$ cat config.mk
export PLATFORM = sky130hd
export DESIGN_NAME = led_fade_seq
export DESIGN_NICKNAME = d
export VERILOG_FILES = /design/src/rtl/led_fade_seq.sv
export SDC_FILE = /design/constraint.sdc
export NUM_CORES = 1
export LEC_CHECK = 0
export ABC_AREA = 1
export ABC_CLOCK_PERIOD_IN_PS = 4500
export BUFFER_PORTS_ARGS = -buffer_cell sky130_fd_sc_hd__buf_2
export CAP_MARGIN = 10
export CELL_PAD_IN_SITES_DETAIL_PLACEMENT = 0
export CELL_PAD_IN_SITES_GLOBAL_PLACEMENT = 1
export CORE_MARGIN = 5
export CORE_UTILIZATION = 46
export CTS_CLUSTER_DIAMETER = 150
export CTS_CLUSTER_SIZE = 25
export DETAILED_ROUTE_END_ITERATION = 10
export PLACE_DENSITY = 0.8
export SLEW_MARGIN = 20
export SYNTH_ARGS = -nofsm -noshare
export SYNTH_HDL_FRONTEND = slang
export SYNTH_SLANG_ARGS = --single-unit
$ cat constraint.sdc
create_clock -name clk -period 4.5 [get_ports clk]
set_input_delay 0.225 -clock clk [delete_from_list [all_inputs] [get_ports clk]]
set_output_delay 0.225 -clock clk [all_outputs]
set_load 0.02 [all_outputs]
$ cat src/rtl/led_fade_seq.sv
// led_fade_seq: debounced push button steps OFF/ON/BREATHE/BLINK and drives an 8-bit PWM duty offer.
// Latency: press recognised -> mode/mode_changed 1 cycle later; level change -> duty_valid 1 cycle later.
// Backpressure: duty held stable while duty_valid & !duty_ready; only the latest target is offered next.
//
// Ports:
//   clk          system clock (25 MHz nominal)
//   rst_n        asynchronous active-low reset
//   btn_n        raw active-low push button, asynchronous to clk
//   duty_ready   PWM stage accepts the offered duty this cycle
//   duty         offered duty value (0 = dark, DUTY_MAX = full)
//   duty_valid   duty holds an offer not yet accepted
//   mode         current mode: 0 OFF, 1 ON, 2 BREATHE, 3 BLINK
//   mode_changed one-cycle pulse in the cycle mode updates
//
// Build option: define GAMMA_EN to map level -> duty through (level*(level+2))>>8
// (perceptual gamma of about 2); without it duty follows level directly.
module led_fade_seq #(
  parameter int STEP_CYCLES     = 250_000,
  parameter int DEBOUNCE_CYCLES = 500_000,
  parameter int STEP_INC        = 3,
  parameter int BLINK_TICKS     = 50,
  parameter int DUTY_MAX        = 255
) (
  input  logic       clk,
  input  logic       rst_n,
  input  logic       btn_n,
  input  logic       duty_ready,
  output logic [7:0] duty,
  output logic       duty_valid,
  output logic [1:0] mode,
  output logic       mode_changed
);

  // Counter widths; guard against a 1-cycle parameter collapsing $clog2 to 0.
  localparam int PRE_W = (STEP_CYCLES     > 1) ? $clog2(STEP_CYCLES)     : 1;
  localparam int DB_W  = (DEBOUNCE_CYCLES > 1) ? $clog2(DEBOUNCE_CYCLES) : 1;
  localparam int BL_W  = (BLINK_TICKS     > 1) ? $clog2(BLINK_TICKS)     : 1;

  localparam logic [PRE_W-1:0] LP_PRE_LAST = PRE_W'(STEP_CYCLES - 1);
  localparam logic [DB_W-1:0]  LP_DB_LAST  = DB_W'(DEBOUNCE_CYCLES - 1);
  localparam logic [BL_W-1:0]  LP_BL_LAST  = BL_W'(BLINK_TICKS - 1);

  localparam logic [7:0] LP_MAX  = 8'(DUTY_MAX);
  localparam logic [7:0] LP_STEP = 8'(STEP_INC);
  // BREATHE limits are compared in 9 bits so the level can never wrap.
  localparam logic [8:0] LP_UP_THR = 9'(DUTY_MAX - STEP_INC);
  localparam logic [8:0] LP_DN_THR = 9'(STEP_INC);

  typedef enum logic [1:0] {
    MODE_OFF     = 2'd0,
    MODE_ON      = 2'd1,
    MODE_BREATHE = 2'd2,
    MODE_BLINK   = 2'd3
  } mode_e;

  // ---------------------------------------------------------------------------
  // Button synchroniser and debounce
  // ---------------------------------------------------------------------------
  logic            r_sync1;
  logic            r_sync2;
  logic [DB_W-1:0] r_db_cnt;
  logic            r_btn_stable;
  logic            r_btn_prev;
  logic            w_press;

  // Synchroniser resets to "released" so reset release cannot fake a press.
  always_ff @(posedge clk or negedge rst_n) begin
    if (!rst_n) begin
      r_sync1 <= 1'b1;
      r_sync2 <= 1'b1;
    end else begin
      r_sync1 <= btn_n;
      r_sync2 <= r_sync1;
    end
  end

  // The synchronised level must differ from the stable state for
  // DEBOUNCE_CYCLES consecutive cycles before it is taken; any return to the
  // stable level restarts the count.
  always_ff @(posedge clk or negedge rst_n) begin
    if (!rst_n) begin
      r_db_cnt     <= '0;
      r_btn_stable <= 1'b1;
      r_btn_prev   <= 1'b1;
    end else begin
      r_btn_prev <= r_btn_stable;
      if (r_sync2 == r_btn_stable) begin
        r_db_cnt <= '0;
      end else if (r_db_cnt == LP_DB_LAST) begin
        r_btn_stable <= r_sync2;
        r_db_cnt     <= '0;
      end else begin
        r_db_cnt <= r_db_cnt + DB_W'(1);
      end
    end
  end

  // Press = stable state fell 1->0 on the previous edge; release is ignored.
  assign w_press = r_btn_prev & ~r_btn_stable;

  // ---------------------------------------------------------------------------
  // Mode FSM, tick prescaler and level generator
  // ---------------------------------------------------------------------------
  mode_e            r_mode;
  mode_e            w_next_mode;
  logic             r_mode_changed;
  logic [PRE_W-1:0] r_pre;
  logic [BL_W-1:0]  r_blink_cnt;
  logic [7:0]       r_level;
  logic             r_dir_up;
  logic             w_tick;

  always_comb begin
    w_next_mode = MODE_OFF;
    case (r_mode)
      MODE_OFF:     w_next_mode = MODE_ON;
      MODE_ON:      w_next_mode = MODE_BREATHE;
      MODE_BREATHE: w_next_mode = MODE_BLINK;
      MODE_BLINK:   w_next_mode = MODE_OFF;
      default:      w_next_mode = MODE_OFF;
    endcase
  end

  assign w_tick = (r_pre == LP_PRE_LAST);

  // A press takes priority over a coincident tick: the mode change restarts
  // the prescaler and blink counter, so that tick is simply dropped.
  always_ff @(posedge clk or negedge rst_n) begin
    if (!rst_n) begin
      r_mode         <= MODE_OFF;
      r_mode_changed <= 1'b0;
      r_pre          <= '0;
      r_blink_cnt    <= '0;
      r_level        <= 8'd0;
      r_dir_up       <= 1'b1;
    end else begin
      r_mode_changed <= w_press;
      if (w_press) begin
        r_mode      <= w_next_mode;
        r_pre       <= '0;
        r_blink_cnt <= '0;
        case (w_next_mode)
          MODE_OFF: r_level <= 8'd0;
          MODE_ON:  r_level <= LP_MAX;
          MODE_BREATHE: begin
            r_level  <= 8'd0;
            r_dir_up <= 1'b1;
          end
          MODE_BLINK: r_level <= LP_MAX;
          default:    r_level <= 8'd0;
        endcase
      end else begin
        r_pre <= w_tick ? '0 : r_pre + PRE_W'(1);
        case (r_mode)
          MODE_OFF: r_level <= 8'd0;
          MODE_ON:  r_level <= LP_MAX;
          MODE_BREATHE: begin
            if (w_tick) begin
              if (r_dir_up) begin
                // Clamp at the top and turn around rather than overshoot.
                if ({1'b0, r_level} >= LP_UP_THR) begin
                  r_level  <= LP_MAX;
                  r_dir_up <= 1'b0;
                end else begin
                  r_level <= r_level + LP_STEP;
                end
              end else begin
                if ({1'b0, r_level} <= LP_DN_THR) begin
                  r_level  <= 8'd0;
                  r_dir_up <= 1'b1;
                end else begin
                  r_level <= r_level - LP_STEP;
                end
              end
            end
          end
          MODE_BLINK: begin
            if (w_tick) begin
              if (r_blink_cnt == LP_BL_LAST) begin
                r_blink_cnt <= '0;
                r_level     <= (r_level == LP_MAX) ? 8'd0 : LP_MAX;
              end else begin
                r_blink_cnt <= r_blink_cnt + BL_W'(1);
              end
            end
          end
          default: r_level <= 8'd0;
        endcase
      end
    end
  end

  // ---------------------------------------------------------------------------
  // Duty mapping and valid/ready offer
  // ---------------------------------------------------------------------------
  logic [7:0] w_target;
  logic [7:0] r_duty;
  logic       r_duty_valid;
  logic       w_accept;

`ifdef GAMMA_EN
  // level*(level+2) peaks at 255*257 = 65535, so a 16-bit product is exact.
  assign w_target = 8'((16'(r_level) * (16'(r_level) + 16'd2)) >> 8);
`else
  assign w_target = r_level;
`endif

  assign w_accept = r_duty_valid & duty_ready;

  // A new offer is loaded only when the slot is empty or being emptied this
  // cycle, so an un-accepted offer never changes and intermediate levels
  // collapse into whatever the target is once the slot frees up.
  always_ff @(posedge clk or negedge rst_n) begin
    if (!rst_n) begin
      r_duty       <= 8'd0;
      r_duty_valid <= 1'b0;
    end else if ((!r_duty_valid || w_accept) && (w_target != r_duty)) begin
      r_duty       <= w_target;
      r_duty_valid <= 1'b1;
    end else if (w_accept) begin
      r_duty_valid <= 1'b0;
    end
  end

  assign duty         = r_duty;
  assign duty_valid   = r_duty_valid;
  assign mode         = r_mode;
  assign mode_changed = r_mode_changed;

endmodule

-- Word-level counts from Yosys, hierarchy flattened
Index checks and enable logic that the tools add are counted.
- bits in registers: 68
- input bits: 4
- output and inout port bits: 12
- logic and storage cells: 83
- add/subtract/negate cells: 5
- $lt $le $gt $ge: 2
- eq/ne operators: 16
- mux-type cells: 28
- bitwise operators: 4
- reductions and logical operators: 15
- operator list (kind ; number):
    two-way mux 8 bit ; 8
    two-way mux 19 bit ; 2
    two-way mux 18 bit ; 2
    case mux 8 bit (4 select lines) ; 1
    two-way mux 6 bit ; 4
    adder 19 x 1 -> 19 bit (second input constant) ; 1
    == test 19 bit (second input constant) ; 1
    adder 18 x 1 -> 18 bit (second input constant) ; 1
    == test 18 bit (second input constant) ; 1
    case mux 8 bit (2 select lines) ; 1
    two-way mux 1 bit ; 9
    != test 3 bit (second input constant) ; 3
    adder 8 x 2 -> 8 bit (second input constant) ; 1
    == test 2 bit (second input constant) ; 4
    == test 8 bit (second input constant) ; 1
    greater-or-equal comparator 8 bit (second input constant) ; 1
    less-or-equal comparator 8 x 2 -> 1 bit (second input constant) ; 1
    != test 8 bit ; 1
    case mux 2 bit (4 select lines) ; 1
    nonzero test 2 bit ; 4
    subtractor 8 x 2 -> 8 bit (second input constant) ; 1
    adder 6 x 1 -> 6 bit (second input constant) ; 1
    == test 6 bit (second input constant) ; 1
    AND reduction 3 bit ; 2
    other kinds (11) ; 17

-- Depth between registers and ports, before layout
- word-level depth: 6
- depth in mapped cells: 10
- gate-level depth less buffers: 10

-- Worst setup path before layout
OpenSTA, ideal clock, no wires.
- path type: reg-to-reg
- start point: register r_mode[0], in the netlist mode[0]
- end point: register r_level[5]
- library setup time: 0.121 ns
- arrival: 1.522 ns
- required time: 4.379 ns
- path slack: 2.857 ns
- cell stages (with the launch flop): 11
- path buffers: 0
- period minus slack after synthesis: 1.643 ns
- path through: dfrtp_1 inv_1 ha_1 nor2_1 nor2_4 inv_2 o21ai_2 o21ai_2 inv_2 nor2_8 a21oi_2
- cells in the longest elaborated chain, start to end: 6
- elaborated cells between the ends (all ways): 18
- classes of those cells: eq/ne (9); mux (4); reduce/logical (5)
- ends and longest elaborated chain (item ; line ; text):
    start: declaration ; 104 ; mode_e r_mode;
    start signal: assignment ; 139 ; r_mode <= w_next_mode;
    == test 2 bit (tied with other cells) ; 115, 154 ;
    case mux 2 bit (4 select lines) ; 115 ; case (r_mode)
    == test 2 bit (tied with other cells) ; 142 ; case (w_next_mode)
    OR reduction 2 bit (no source line) ; n/a ;
    case mux 8 bit (2 select lines) ; 142 ;
    two-way mux 8 bit ; 138 ; if (w_press) begin
    end signal: assignment ; 165 ; r_level <= r_level + LP_STEP;
    end signal: assignment ; 172 ; r_level <= r_level - LP_STEP;
    end signal: assignment ; 181 ; r_level <= (r_level == LP_MAX) ? 8'd0 : LP_MAX;
    end: declaration ; 109 ; logic [7:0] r_level;
Several ways; a longest one is shown, not always the timed one.
A chain may end at the register's enable or synchronous reset.

-- Final worst setup path
- start point: register r_btn_prev
- end point: register r_level[0]
- cells in the longest elaborated chain, start to end: 3
- elaborated cells between the ends (all ways): 6
- classes of those cells: eq/ne (3); mux (1); bitwise (1); reduce/logical (1)
- ends and longest elaborated chain (item ; line ; text):
    start: declaration ; 63 ; logic r_btn_prev;
    start signal: assignment ; 86 ; r_btn_prev <= r_btn_stable;
    bitwise AND 1 bit * ; 99 ; assign w_press = r_btn_prev & ~r_btn_stable;
    != test 3 bit (no source line) ; n/a ;
    AND reduction 3 bit (no source line) ; n/a ;
Mark *: on every way between the ends. The rest lies on a longest branch, timed or not.

==> results_dict.tcl <==
set metrics [dict create \
    detailed_router_s_first_iteration_violation_count 140 \
    fin_nets 561 \
    layout-area-overhead-vs-synth_pct 8.34 \
    cts_tree "built" \
    period_utilization_pct 39.9 \
    synthDominantAreaCellType "dfrtp_1" \
    postSynthAreaPerCell_um2 8.02 \
    ys_dominant_reg_cell "dfrtp_1" \
    synth_cell_type_count 42 \
    synth-edff-count 0 \
    worst_r2r_startpoint "r_btn_prev$_DFF_PN1_" \
    worst_case_register_to_register_setup_slack_ns 2.70 \
    dr_total_vias 3431 \
    post_route_cells_drive_above_1_share_pct 19.7 \
    grt_setup_unrepaired "false" \
    synth.top_cells.by_area "dfrtp_1, nand2_1, nor2_1" \
    syn-cell-area_mm2 0.00423 \
    wire_length_of_the_first_global_routing_pass_mm 15.7 \
    global_route.overflow_total 0 \
    timing.hold.worst.class "in2async" \
    syn_nets 541 \
    postSynthCellCount 527 \
    worstSetupEndpointType "flop" \
    cts_htree_levels 3 \
    area.sequential_mm2 0.00171 \
    cts_post_setup_buffers_inserted 0 \
    route.detailed.drc 0 \
    first_pass_iters 4 \
    grt_use_total_pct 17.2 \
    num_rows 35 \
    synth_most_common_cell "nand2_1" \
    ys_seq_area_share_pct 40.4 \
    maxCapViolCount 0 \
    timing.final.ws_setup_ns 2.70 \
    numPortBuffers 15 \
    drt_wl_total_mm 8.96 \
    fin_setup_tns_ns 0 \
    postSynth.asyncResetShare_pct 100 \
    fillerInstances 909 \
    root_buffer "clkbuf_8" \
    timing.critical_path.required_ns 4.73 \
    cts_resized 0 \
    worstPathMaxFanout 16 \
    worst_setup_path_start_kind "flop" \
    place.gp.congestion 0.855 \
    slew-limit-headroom_pct 42.5 \
    boundaryPins 16 \
    p_leak_uw 0.00201 \
    cts_hold_buf 1 \
    final_hold_slack_ns 0.0720 \
    die_area_mm2 0.0112 \
    status "completed" \
    die_h_um 106 \
    instances_no_fill 663 \
    yosys_warnings 0 \
    dpl.cell_count 646 \
    cts_inserted_buffers 9 \
    placed_wire_length_estimate_after_detailed_placement_mm 6.52 \
    grt_start_max_net_pins 69 \
    power.density_mw_per_mm2 252 \
    hold_viol 0 \
    final_setup_violating_endpoints 0 \
    start_util_pct 46.4 \
    vdd_drop_max_mv 0.120 \
    die_width_um 106 \
    rr_worst_depth 9 \
    drtAntennaViolNets 0 \
    synth_largest_type_area_fraction_pct 37.3 \
    viasPerCell 5.17 \
    timing_worst_slew_pin_value_ns 0.862 \
    finalCoreUtilization_pct 50.3 \
    timing.fmax_ghz 0.557 \
    routedWlPerCell_um 13.5 \
    clkLatencyLatePin_ns 0.35 \
    clock-skew-final_ns 0.0121 \
    final-max-slew-violation-count 0 \
    clkSlewWorstSetupHoldPaths_ns 0.08 \
    tritoncts_num_sinks 68 \
    timing.final.crit_period_ns 1.80 \
    area_occupied_by_multi_input_gates_mm2 0.00221 \
    cts_buffer_depth 2 \
    number_of_antenna_violations_at_the_first_check_in_global_routing 0 \
    yosys_register_bits 68 \
    critPathArrivalTime_ns 2.03 \
    ys_top_cells_by_count "nand2_1, nor2_1, dfrtp_1, inv_1, nand3_1" \
    detailedPlace.worstSlack_ns 2.68 \
    grt_pass1_vias 3318 \
    antennaDiodeCount 0 \
    fp.coreArea_mm2 0.00911 \
    rr_endpoint "r_level[0]$_DFFE_PN0P_" \
    path_class "reg2reg" \
]
[cells by family (layout without fill, tap and decap cells)]
| logic type | Yosys count | count (layout) | share of synthesized area (%) |
|---|---|---|---|
| and+or+nand+nor | 297 | 297 | 34.6 |
| buffers and inverters | 69 | 94 | 7.46 |
| DFF | 68 | 68 | 40.4 |
| AOI/OAI and AO/OA | 57 | 57 | 8.96 |
| xor gates and xnor gates | 25 | 25 | 5.36 |
| adders and majority gates | 10 | 10 | 2.96 |
| muxes | 1 | 1 | 0.266 |
[report_power, final]
group,total (µW),switching (µW),internal (µW)
clock network,517,258,259
registers,617,2.05,614
logic,22.8,17.7,5.17
[state kept, by name (all words and copies together), names as in the netlist, 2 cells and up]
| name | cells |
|---|---|
| r_db_cnt | 19 |
| r_pre | 18 |
| duty | 8 |
| r_level | 8 |
| r_blink_cnt | 6 |
| mode | 2 |
[worst max path at each step]
stage | startpoint | endpoint | cells after the start
6_report | r_btn_prev$_DFF_PN1_ | r_level[0]$_DFFE_PN0P_ | 9
5_1_grt | r_btn_prev$_DFF_PN1_ | r_level[3]$_DFFE_PN0P_ | 9
4_1_cts | r_btn_prev$_DFF_PN1_ | r_level[0]$_DFFE_PN0P_ | 9
3_5_place_dp | r_btn_prev$_DFF_PN1_ | r_level[5]$_DFFE_PN0P_ | 9
3_3_place_gp | r_btn_prev$_DFF_PN1_ | r_blink_cnt[2]$_DFFE_PN0P_ | 7
2_1_floorplan | mode[0]$_DFFE_PN0P_ | r_level[5]$_DFFE_PN0P_ | 10
[placed cells by master, fill, tap and decap left out, types with 2 or more instances in the layout]
| master | netlist | layout |
|---|---|---|
| a21oi_2 | 6 | 6 |
| dfstp_2 | 5 | 5 |
| xor2_1 | 13 | 13 |
| nand2_1 | 101 | 101 |
| xnor2_1 | 11 | 11 |
| clkinv_4 | 1 | 3 |
| a21oi_1 | 12 | 12 |
| clkbuf_8 | 0 | 9 |
| or2_2 | 2 | 2 |
| nor2_2 | 12 | 12 |
| nor2_4 | 6 | 6 |
| clkinvlp_4 | 0 | 2 |
| nand4_1 | 22 | 22 |
| nand3_1 | 38 | 38 |
| nor2_1 | 78 | 78 |
| dfrtp_1 | 63 | 63 |
| o21ai_1 | 14 | 14 |
| o21bai_1 | 2 | 2 |
| o21ai_0 | 9 | 9 |
| ha_1 | 10 | 10 |
| inv_1 | 49 | 49 |
| nand2_2 | 7 | 7 |
| buf_2 | 0 | 15 |
| nor3b_1 | 4 | 4 |
| o21ai_2 | 7 | 7 |
| nor3_2 | 6 | 6 |
| nand3_2 | 7 | 7 |
| nor3_1 | 9 | 9 |
| o21a_1 | 3 | 3 |
| inv_2 | 10 | 10 |
[area by class of cell]
| class | count | share of cell area [%] |
|---|---|---|
| Inverter | 61 | 5.16 |
| Multi-Input combinational cell | 390 | 48.1 |
| Clock inverter | 7 | 1.67 |
| Tap cell | 111 | 3.03 |
| Timing Repair Buffer | 17 | 2.02 |
| Clock buffer | 9 | 2.70 |
| Sequential cell | 68 | 37.3 |
[worst max-delay path, cell delays in order, from the launching register on]
cell and delay (ns):
dfstp_2 0.52, inv_1 0.05, nor2_4 0.38, inv_4 0.14
nand2_2 0.11, inv_1 0.08, nand2_2 0.09, nand2_4 0.09
nor2_8 0.16, a21oi_2 0.07
[layer usage]
metal / vias to the layer above / global-route usage [%] / wire [µm]
met5: - / 0 / 0
met4: 0 / 4.16 / 93
met3: 8 / 3.49 / 198
met2: 32 / 28.9 / 4320
met1: 1641 / 22.8 / 4350
li1: 1750 / - / -
[stage by stage]
step | power [µW] | instance area (µm²)
2_1_floorplan | 636 | 4230
3_3_place_gp | 652 | 4370
3_5_place_dp | 653 | 4370
4_1_cts | 1180 | 4580
5_1_grt | 1210 | 4580
6_report | 1160 | 4580
No activity file was read; power rests on OpenSTA's default activity.
